**src/rtl/posit_mul_sequencer.sv**
```systemverilog
// Issue/collect stage in front of posit_mul: queues operand pairs, runs one
// multiply at a time and returns the result with its tag on a valid/ready port.
module posit_mul_sequencer #(
  parameter int DEPTH   = 4,
  parameter int TAG_W   = 4,
  parameter int TIMEOUT = 255
) (
  input  logic                     clk,
  input  logic                     rst,
  input  logic                     in_valid,
  output logic                     in_ready,
  input  logic [31:0]              in_a,
  input  logic [31:0]              in_b,
  input  logic [TAG_W-1:0]         in_tag,
  output logic                     mul_start,
  output logic [31:0]              mul_a,
  output logic [31:0]              mul_b,
  input  logic                     mul_done,
  input  logic [31:0]              mul_result,
  input  logic                     mul_nar,
  input  logic                     mul_zero,
  output logic                     out_valid,
  input  logic                     out_ready,
  output logic [31:0]              out_result,
  output logic [TAG_W-1:0]         out_tag,
  output logic                     out_nar,
  output logic                     out_zero,
  output logic                     out_timeout,
  output logic                     busy,
  output logic [$clog2(DEPTH):0]   fifo_count
);

  localparam int PTR_W = $clog2(DEPTH);
  localparam int CNT_W = PTR_W + 1;

  typedef enum logic [1:0] {IDLE, ISSUE, WAIT, DRAIN} state_t;

  state_t             state;
  state_t             state_nxt;
  logic [31:0]        mem_a   [DEPTH];
  logic [31:0]        mem_b   [DEPTH];
  logic [TAG_W-1:0]   mem_tag [DEPTH];
  logic [PTR_W-1:0]   wr_ptr;
  logic [PTR_W-1:0]   rd_ptr;
  logic [CNT_W-1:0]   count;
  logic [15:0]        watchdog;
  logic [TAG_W-1:0]   tag;
  logic               push;
  logic               pop;
  logic               slot_free;
  logic               load_done;
  logic               load_timeout;

  assign in_ready   = (count != CNT_W'(DEPTH));
  assign push       = in_valid & in_ready;
  assign slot_free  = !out_valid | out_ready;
  assign fifo_count = count;
  assign busy       = (state != IDLE) | (count != '0);

  always_ff @(posedge clk or posedge rst) begin
    if (rst) begin
      state <= IDLE;
    end else begin
      state <= state_nxt;
    end
  end

  // A zero watchdog marks the WAIT entry cycle, where a stale done level is ignored.
  always_comb begin
    state_nxt    = state;
    pop          = 1'b0;
    load_done    = 1'b0;
    load_timeout = 1'b0;
    unique case (state)
      IDLE: begin
        if ((count != '0) && slot_free) begin
          pop       = 1'b1;
          state_nxt = ISSUE;
        end
      end
      ISSUE: begin
        state_nxt = WAIT;
      end
      WAIT: begin
        if ((watchdog != 16'd0) && mul_done) begin
          load_done = 1'b1;
          state_nxt = DRAIN;
        end else if (watchdog == 16'(TIMEOUT - 1)) begin
          load_timeout = 1'b1;
          state_nxt    = DRAIN;
        end
      end
      DRAIN: begin
        if (!mul_done) begin
          state_nxt = IDLE;
        end
      end
      default: begin
        state_nxt = IDLE;
      end
    endcase
  end

  always_ff @(posedge clk) begin
    if (push) begin
      mem_a[wr_ptr]   <= in_a;
      mem_b[wr_ptr]   <= in_b;
      mem_tag[wr_ptr] <= in_tag;
    end
  end

  always_ff @(posedge clk or posedge rst) begin
    if (rst) begin
      wr_ptr <= '0;
      rd_ptr <= '0;
      count  <= '0;
    end else begin
      if (push) begin
        wr_ptr <= wr_ptr + PTR_W'(1);
      end
      if (pop) begin
        rd_ptr <= rd_ptr + PTR_W'(1);
      end
      unique case ({push, pop})
        2'b10:   count <= count + CNT_W'(1);
        2'b01:   count <= count - CNT_W'(1);
        default: count <= count;
      endcase
    end
  end

  // Operands and tag are captured on the pop and held until the next pop.
  always_ff @(posedge clk or posedge rst) begin
    if (rst) begin
      mul_start <= 1'b0;
      mul_a     <= '0;
      mul_b     <= '0;
      tag       <= '0;
      watchdog  <= '0;
    end else begin
      mul_start <= pop;
      if (pop) begin
        mul_a <= mem_a[rd_ptr];
        mul_b <= mem_b[rd_ptr];
        tag   <= mem_tag[rd_ptr];
      end
      if (state == ISSUE) begin
        watchdog <= '0;
      end else if (state == WAIT) begin
        watchdog <= watchdog + 16'd1;
      end
    end
  end

  always_ff @(posedge clk or posedge rst) begin
    if (rst) begin
      out_valid   <= 1'b0;
      out_result  <= '0;
      out_tag     <= '0;
      out_nar     <= 1'b0;
      out_zero    <= 1'b0;
      out_timeout <= 1'b0;
    end else if (load_done) begin
      out_valid   <= 1'b1;
      out_result  <= mul_result;
      out_tag     <= tag;
      out_nar     <= mul_nar;
      out_zero    <= mul_zero;
      out_timeout <= 1'b0;
    end else if (load_timeout) begin
      out_valid   <= 1'b1;
      out_result  <= 32'h8000_0000;
      out_tag     <= tag;
      out_nar     <= 1'b1;
      out_zero    <= 1'b0;
      out_timeout <= 1'b1;
    end else if (out_valid && out_ready) begin
      out_valid <= 1'b0;
    end
  end

endmodule

```
**config.mk**
```make
export PLATFORM = sky130hd
export DESIGN_NAME = posit_mul_sequencer
export DESIGN_NICKNAME = d
export VERILOG_FILES = /design/src/rtl/posit_mul_sequencer.sv
export SDC_FILE = /design/constraint.sdc
export NUM_CORES = 1
export LEC_CHECK = 0
export ABC_CLOCK_PERIOD_IN_PS = 4430
export CORE_ASPECT_RATIO = 1.4
export CORE_MARGIN = 5
export CORE_UTILIZATION = 51
export CTS_BUF_LIST = sky130_fd_sc_hd__clkbuf_4 sky130_fd_sc_hd__clkbuf_8
export CTS_CLUSTER_SIZE = 12
export DETAILED_ROUTE_END_ITERATION = 16
export PLACE_DENSITY = 0.81
export SKIP_CTS_REPAIR_TIMING = 1
export SYNTH_ARGS = -nofsm -noshare
export SYNTH_HDL_FRONTEND = slang
export SYNTH_SLANG_ARGS = --single-unit
export TNS_END_PERCENT = 1
```
**constraint.sdc**
```tcl
create_clock -name clk -period 4.43 [get_ports clk]
set_input_delay 0.886 -clock clk [delete_from_list [all_inputs] [get_ports clk]]
set_output_delay 0.886 -clock clk [all_outputs]
set_load 0.01 [all_outputs]
```
Word-level counts from Yosys, hierarchy flattened
Memory sizes are Yosys's and may differ from the RTL's. A register that Yosys moved wholly into a read port is not among the register bits.
Index checks and enable logic that the tools add are counted.
{"block": "op_classes", "n_addsub": 5, "n_eq_ne": 10, "muxes": 29, "bitwise": 3, "n_reduce_logical": 13}
{"operator": "$mux W32", "n": 2}
{"operator": "$mux W16", "n": 2}
{"operator": "$mux W1", "n": 17}
{"operator": "$add A16 B1 Y16 const B", "n": 1}
{"operator": "$eq A16 B8 Y1 const B", "n": 1}
{"operator": "$reduce_bool A16 Y1", "n": 1}
{"operator": "$mux W2", "n": 4}
{"operator": "$mux W4", "n": 2}
{"operator": "$pmux W2 S4", "n": 1}
{"operator": "$reduce_bool A2 Y1", "n": 4}
{"operator": "$eq A2 B2 Y1 const B", "n": 3}
{"operator": "$ne A3 B3 Y1 const B", "n": 2}
{"operator": "$pmux W3 S2", "n": 1}
{"operator": "$reduce_bool A3 Y1", "n": 2}
{"operator": "$add A2 B1 Y2 const B", "n": 2}
{"operator": "$eq A2 B1 Y1 const B", "n": 2}
{"operator": "$ne A2 B2 Y1 const B", "n": 2}
{"operator": "$add A3 B1 Y3 const B", "n": 1}
{"operator": "$logic_and A1 B1 Y1", "n": 3}
{"operator": "$reduce_and A3 Y1", "n": 1}
{"operator": "$sub A3 B1 Y3 const B", "n": 1}
{"operator": "$logic_not A2 Y1", "n": 1}
{"operator": "$or A1 B1 Y1", "n": 2}
{"operator": "$and A1 B1 Y1", "n": 1}
{"operator": "$logic_not A1 Y1", "n": 1}
{"block": "totals", "ff_bits": 66, "ram_bits": 272, "in_bits": 107, "wordCells": 75, "mem_count": 3}
{"name": "mem_a", "words": 4, "width": 32, "read_ports": 1, "rd_clocked_by_memory_dff": 1, "write_ports": 1, "line_no": "40", "text": "logic [31:0] mem_a [DEPTH];"}
{"name": "mem_b", "words": 4, "width": 32, "read_ports": 1, "rd_clocked_by_memory_dff": 1, "write_ports": 1, "line_no": "41", "text": "logic [31:0] mem_b [DEPTH];"}
{"name": "mem_tag", "words": 4, "width": 4, "read_ports": 1, "rd_clocked_by_memory_dff": 1, "write_ports": 1, "line_no": "42", "text": "logic [TAG_W-1:0] mem_tag [DEPTH];"}

Longest topological paths before layout
Gate-level depths: netlist of run 1.
{"block": "logic_depth", "ltp_word": 7, "mapped_depth": 11}

Worst setup path after synthesis of run 1
No wires, ideal clock.
{"block": "synth_timing", "kind": "input port to flip-flop", "from": "in in_valid", "to": "mem mem_a[0][0], enable pin", "setup_ns": 0.434, "arrival_time_ns": 2.531, "required_ns": 3.996, "path_slack_ns": 1.466, "path_stages": 1, "path_buffers": 0, "cell_sequence": "and3_1"}
{"block": "synth_via", "elab_chain_len": 3}
{"element": "start, declared", "line_no": "10", "text": "input logic in_valid,"}
{"element": "$and A1 B1 Y1", "line_no": "55", "text": "assign push = in_valid & in_ready;"}
{"element": "$mux W1", "line_no": "105", "text": "if (push) begin"}
{"element": "$mux W1 (implied by the code)", "line_no": "106", "text": "mem_a[wr_ptr] <= in_a;"}
{"element": "end, declared", "line_no": "40"}
Every way passes these cells.

Worst setup path in the final report of run 1
{"block": "layout_timing", "from": "reg count[0] (netlist: fifo_count[0])", "to": "out busy"}
{"block": "layout_via", "elab_chain_len": 2}
{"element": "start, declared", "line_no": "45", "text": "logic [CNT_W-1:0] count;"}
{"element": "start signal, assigned", "line_no": "125", "text": "2'b10: count <= count + CNT_W'(1);"}
{"element": "start signal, assigned", "line_no": "126", "text": "2'b01: count <= count - CNT_W'(1);"}
{"element": "start signal, assigned", "line_no": "127", "text": "default: count <= count;"}
{"element": "$reduce_bool A3 Y1", "line_no": "58", "text": "assign busy = (state != IDLE) | (count != '0);"}
{"element": "$or A1 B1 Y1", "line_no": "58"}
{"element": "end, declared", "line_no": "29", "text": "output logic busy,"}
Every way passes these cells.

==> run summary, run 1 <==
## STA
* worst-margin pin slew: 1.23 ns
* RSZ-0062 raised after global routing: no
* endpoints failing setup: 0
* Peak Freq: 0.335 GHz
* final-layout setup total negative slack: 0 ns
* worst clock skew on the final layout: 0.0172 ns
* number of slew-limit violations in the final report: 0
* worst hold slack: 0.495 ns
* worst rel slew slack: 0.182
* clock period minus final worst setup slack: 2.98 ns
* hold violation total from the final report: 0
* final worst-path cycle share: 0.673

## Floorplan
* Rows: 75
* placeable core region: 0.0300 sq mm
* width of the die: 158 um
* I/O pins: 217
* initial standard-cell utilization of the core: 0.518
* floorplan die area: 0.0342 sq mm
* Die Span Y: 217 um

## Logic synthesis
* warnings from Yosys: 0
* Async S/R FF share, synth: 0.330
* gate count of the mapped netlist: 821
* total standard cell area after synthesis: 0.0156 sq mm
* fraction of the yosys area taken by sequential cells: 0.740
* number of distinct library cells after synthesis: 46
* number of nets in the synthesized netlist: 941
* number of synthesized register bits: 406
* Mapped Avg Cell Area: 19.0 sq um
* number of flops mapped to enable cells by yosys: 272
* most used flip-flop cell after synthesis: edfxtp_1

## Worst setup path
* data required time of the worst path: 3.54 ns
* Worst Setup End Kind: output pin
* R2R setup slack: 1.82 ns
* CP startpoint kind: flop
* number of buffers and inverters on the critical path: 1
* Top Family by Delay on Critical Path: simple AND/OR/NAND/NOR gates
* cell with the largest stage delay on the worst path: clkdlybuf4s50_1
* cell chain of the critical path: nor3_1, nand2_1, clkdlybuf4s50_1
* Setup CP Type: flop to output pin
* Slowest Stage Delay on Critical Path: 0.52 ns
* maximum fanout along the worst path: 4
* WP data arrival: 2.10 ns

## Layout
* proportion of layout cells with a drive suffix above 1: 0.246
* filler cell count in the final layout: 2068
* antenna cell count: 0
* Cell Count, Final, Fillers Out: 1508
* Final nets: 1192
* synth-to-layout area growth: 24.9%

## Worst hold path
* kind of path behind the tightest hold check: flop to flop

## Placement
* IO buf count: 216
* placed cell count: 1396
* gp weighted congestion: 0.800
* Post-DP HPWL: 19.7 mm

## Power
* LEAKAGE: 7.06 nW
* power density of the placed cells: 678 mW/mm^2
* Final Total Pwr: 13.2 mW
* maximum vdd drop: 397 uV

## Clocking
* CTS buffer count: 59
* clock net sink count: 406
* root buf cell: clkbuf_8
* level count of the clock H-tree: 2
* clock latency at the later pin of the worst-skew pair: 0.60 ns
* clock transition at the registers of the reported paths: 0.06 ns
* CTS tree: built
* deepest clock path buffer count: 3

## GRT
* global route overflow: 0
* via count of the first global-routing pass: 8866
* number of antenna violations at the first check in global routing: 0
* first-pass GRT wire length: 48.1 mm
* pin count of the biggest net entering global routing: 72
* total track usage: 0.182

## Routing
* via count of the routed design: 8085
* Detailed Route Iter0 Violations: 463
* number of nets with antenna violations after detailed routing: 0
* DRC errors left: 0
* length of the first detailed-routing pass in iterations: 6
* routed length per placed instance: 20.3 um
* wire length reported by the detailed router: 30.6 mm
* via/cell ratio: 5.36

## Flow run
* total of max-cap violations: 0

## Status
* run status: completed

-- power breakdown --
group | switching [mW] | internal (mW) | leakage, nW
combinational | 1.81 | 2.43 | 2.28
sequential | 0.713 | 5.21 | 4.11
clock | 1.35 | 1.68 | 0.667
-- stage by stage --
step / setup slack, ns / area [sq um] / util
finish: 1.45 / 19400 / 0.647
global placement: 1.45 / 18200 / 0.605
floorplan: 1.47 / 15600 / -
CTS: 1.35 / 19400 / 0.647
detailed placement: 1.41 / 18200 / 0.605
global route: 1.35 / 19400 / 0.647
-- final timing paths --
path	start	end	cells after the start
max reg2reg	watchdog[9]	out_result[28]	5
min in group asynchronous	rst	mul_a[5]	2
min reg2reg	tag[0]	out_tag[0]	1
min	tag[0]	out_tag[0]	1
max in group asynchronous	rst	mul_b[17]	3
max	fifo_count[0]	busy	3
-- synthesized netlist by cell type, types with 3 or more instances --
library cell,number,area [sq um]
o21ai_0,10,50.1
clkbuf_1,14,52.6
o31ai_1,26,195
mux2_2,70,788
inv_1,49,184
mux4_2,68,1530
xnor2_1,5,43.8
mux2_1,5,56.3
nor3b_1,3,22.5
o22ai_1,3,18.8
and3_1,7,43.8
nor3_1,3,15.0
ha_1,12,150
or3_1,3,18.8
o31ai_2,7,87.6
buf_2,18,90.1
a21oi_1,10,50.1
and2_1,4,25.0
buf_6,5,56.3
nand4_1,4,25.0
nor2_1,10,37.5
nand3_1,5,25.0
nand2_1,45,169
edfxtp_1,272,8170
xor2_1,7,61.3
dfrtp_1,134,3350
-- routing by layer --
metal / GRT usage / share of wire / up-vias
met2: 0.313 / 0.53 / 248
met4: 0.0539 / 0.021 / 0
met1: 0.231 / 0.39 / 4122
met5: 0 / 0 / -
met3: 0.0419 / 0.059 / 40
li1: - / - / 3675
-- cell type report --
type | instances | area [sq um] | share of cell area
clock buffers | 88 | 1120 | 0.0575
clock inverters | 24 | 136 | 0.00702
inverters | 49 | 188 | 0.00966
multi-input cells | 327 | 3680 | 0.190
flip-flops and latches | 406 | 11500 | 0.593
well taps | 385 | 482 | 0.0248
repair buffers | 229 | 2300 | 0.118
-- sequential cells by signal (all words and copies together), names as in the netlist, 16 cells and up --
register and count:
mem_a 128, mem_b 128, mem_tag 16, mul_a 32, mul_b 32, out_result 32, watchdog 16
-- cell families (layout without fill, tap and decap cells) --
group / after synthesis / in the layout / share of synthesized area
multiplexers: 143 / 143 / 0.153
AND/OR/NAND/NOR: 98 / 98 / 0.0346
AO/OA/AOI/OAI: 61 / 61 / 0.0295
buffers and inverters: 88 / 390 / 0.0254
flip-flops: 406 / 406 / 0.740
XOR/XNOR: 12 / 12 / 0.00675
adder cells (fa/ha/maj): 13 / 13 / 0.0109
-- worst register-to-register path, delay by kind of cell (launching register included) --
| family | cells | cell delay (ns) |
|---|---|---|
| compound gates | 1 | 0.07 |
| buf+inv | 1 | 0.29 |
| simple gates | 3 | 1.70 |
| flops | 1 | 0.42 |
-- cells in the final DEF (no fill, tap or decap), types with 3 or more instances in the layout --
| master | netlist | final |
|---|---|---|
| and2_1 | 4 | 4 |
| clkinv_2 | 0 | 9 |
| or3_1 | 3 | 3 |
| o22ai_1 | 3 | 3 |
| xnor2_1 | 5 | 5 |
| nand4_1 | 4 | 4 |
| xor2_1 | 7 | 7 |
| a21oi_1 | 10 | 10 |
| o31ai_2 | 7 | 7 |
| clkbuf_8 | 0 | 73 |
| o31ai_1 | 26 | 26 |
| nand2_1 | 45 | 45 |
| clkbuf_4 | 0 | 15 |
| buf_4 | 1 | 10 |
| mux2_2 | 70 | 70 |
| clkinv_1 | 0 | 12 |
| o21ai_0 | 10 | 10 |
| inv_1 | 49 | 48 |
| and3_1 | 7 | 3 |
| edfxtp_1 | 272 | 272 |
| mux4_2 | 68 | 68 |
| nand3_1 | 5 | 5 |
| dfrtp_1 | 134 | 132 |
| clkdlybuf4s50_1 | 0 | 216 |
| and3_4 | 0 | 4 |
| ha_1 | 12 | 12 |
| nor2_1 | 10 | 10 |
| buf_12 | 0 | 3 |
| mux2_1 | 5 | 5 |
| nor3_1 | 3 | 3 |
Power figures use the tool's default switching activity.
==> run 2, diff against run 1 <==
Settings changed: ABC_CLOCK_PERIOD_IN_PS 4430 to 2470.
Clock period 4.43 ns to 2.47 ns, I/O delays scaled along.
==> run 2 against run 1 <==
Worst setup slack got worse by 1.3 ns. Sequential share of layout area decreased by 0.99 points. Clock-buffer cell count grew 2. Critical path depth unchanged. Final area rose by 1.7%. Register-to-register slack lost 1.5 ns. Sequential cell count stayed put. Critical path type unchanged. Critical endpoint is now in_ready. Largest cell class unchanged.
==> run summary, run 2 (synthesis results as in run 1) <==
## STA
* worst-margin pin slew: 0.508 ns
* endpoints failing setup: 0
* hold violation total from the final report: 0
* Worst Slack Setup Final: 0.133 ns
* number of slew-limit violations in the final report: 0
* Peak Freq: 0.428 GHz
* worst clock skew on the final layout: 0.0328 ns
* clock period minus final worst setup slack: 2.34 ns
* RSZ-0062 raised after global routing: no
* worst rel slew slack: 0.661
* final worst-path cycle share: 0.946

## Layout
* synth-to-layout area growth: 27.0%
* commonest non-fill, non-tap cell in the layout: edfxtp_1
* Cell Count, Final, Fillers Out: 1520
* filler cell count in the final layout: 2058
* post-route core utilization: 0.658
* largest registers in the final layout: mem_a x128, mem_b x128
* proportion of layout cells with a drive suffix above 1: 0.264
* Final nets: 1205
* most frequent cells in the layout: edfxtp_1 (272), clkdlybuf4s50_1 (215), dfrtp_1 (130)

## Clocking
* deepest clock path buffer count: 3
* clock latency at the later pin of the worst-skew pair: 0.60 ns
* CTS buffer count: 57
* clock transition at the registers of the reported paths: 0.07 ns
* level count of the clock H-tree: 2
* clock net sink count: 406
* root buf cell: clkbuf_8
* CTS tree: built

## Floorplan
* Rows: 75
* initial standard-cell utilization of the core: 0.518
* I/O pins: 217
* floorplan die area: 0.0342 sq mm
* Die Span Y: 217 um
* placeable core region: 0.0300 sq mm
* width of the die: 158 um

## Worst setup path
* Worst Setup End Kind: output pin
* maximum fanout along the worst path: 6
* WP data arrival: 1.84 ns
* Setup CP Type: flop to output pin
* R2R setup slack: 0.34 ns
* data required time of the worst path: 1.98 ns
* CP startpoint kind: flop

## Placement
* Post-DP HPWL: 19.9 mm
* gp weighted congestion: 0.768
* placed cell count: 1411
* IO buf count: 216
* pre-CTS setup slack: 0.0234 ns

## Routing
* routed length per placed instance: 20.4 um
* via/cell ratio: 5.37
* via count of the routed design: 8164
* wire length reported by the detailed router: 31.0 mm
* DRC errors left: 0
* number of nets with antenna violations after detailed routing: 0
* length of the first detailed-routing pass in iterations: 5
* Detailed Route Iter0 Violations: 509

## Flow run
* total of max-cap violations: 0

## GRT
* number of antenna violations at the first check in global routing: 3
* total track usage: 0.185
* global route overflow: 0
* pin count of the biggest net entering global routing: 70
* first-pass GRT wire length: 48.9 mm
* via count of the first global-routing pass: 8908

## Status
* run status: completed

## Power
* maximum vdd drop: 670 uV
* power density of the placed cells: 1230 mW/mm^2
* LEAKAGE: 7.20 nW

## Worst hold path
* kind of path behind the tightest hold check: input port to asynchronous set/reset pin

[run 2: cell count changes in the layout (fill, tap and decap cells not counted), sizes merged]
cell / delta
dlymetal6s2s: +1
clkbuf: +2
buf: +15
clkinv: -10
clkdlybuf4s50: -1
diode: +1
inv: +1
bufinv: +3
[run 2: per-stage QoR]
stage / hold slack [ns] / setup TNS (ns) / power [mW] / cell area [sq um]
3_3_place_gp: 0.465 / 0 / 18.6 / 18400
5_1_grt: 0.227 / 0 / 25.7 / 19800
2_1_floorplan: 0.454 / -97.15 / 15.1 / 15600
6_report: 0.237 / 0 / 24.3 / 19800
3_5_place_dp: 0.475 / 0 / 18.9 / 18400
4_1_cts: 0.199 / -0.236 / 24.7 / 19700
[run 2: path summary, 6_finish.rpt]
| path | start | to | cells past startpoint |
|---|---|---|---|
| worst max register to register | state[1] | watchdog[13] | 6 |
| min in group clk | mul_result[21] | out_result[21] | 3 |
| worst max-delay path | fifo_count[0] | in_ready | 3 |
| worst min register to register | tag[0] | out_tag[0] | 1 |
| max in group asynchronous | rst | mul_b[0] | 3 |
| worst min-delay path | rst | tag[3] | 2 |
[run 2: final cells by class]
class	count	area, sq um	area share
clock inverter	18	195	0.00987
clock buffer	90	1110	0.0560
tap	385	482	0.0244
antenna	1	2.50	0.000127
sequential	406	11500	0.583
inverter	49	188	0.00949
timing repair buffer	244	2560	0.130
multi-input combinational	327	3700	0.187
[run 2: worst max-delay path, stage by stage (launching register included)]
cell	delay, ns
dfrtp_2	0.45
inv_1	0.12
nand3_2	0.14
clkdlybuf4s50_1	0.53
[run 2: layer usage]
layer | vias up | track usage | share of wire
met5 | - | 0 | 0.00081
met1 | 4179 | 0.235 | 0.39
met3 | 45 | 0.0403 | 0.061
met2 | 241 | 0.318 | 0.53
li1 | 3695 | - | -
met4 | 4 | 0.0562 | 0.021
[run 2: report_power, final]
group          switching [mW]  leakage (nW)  total [mW]  internal [mW]
registers                1.11          4.11        10.5           9.35
clock network            2.41         0.692        5.69           3.28
logic                    3.53          2.40        8.15           4.62
total                    7.05          7.20        24.3           17.2
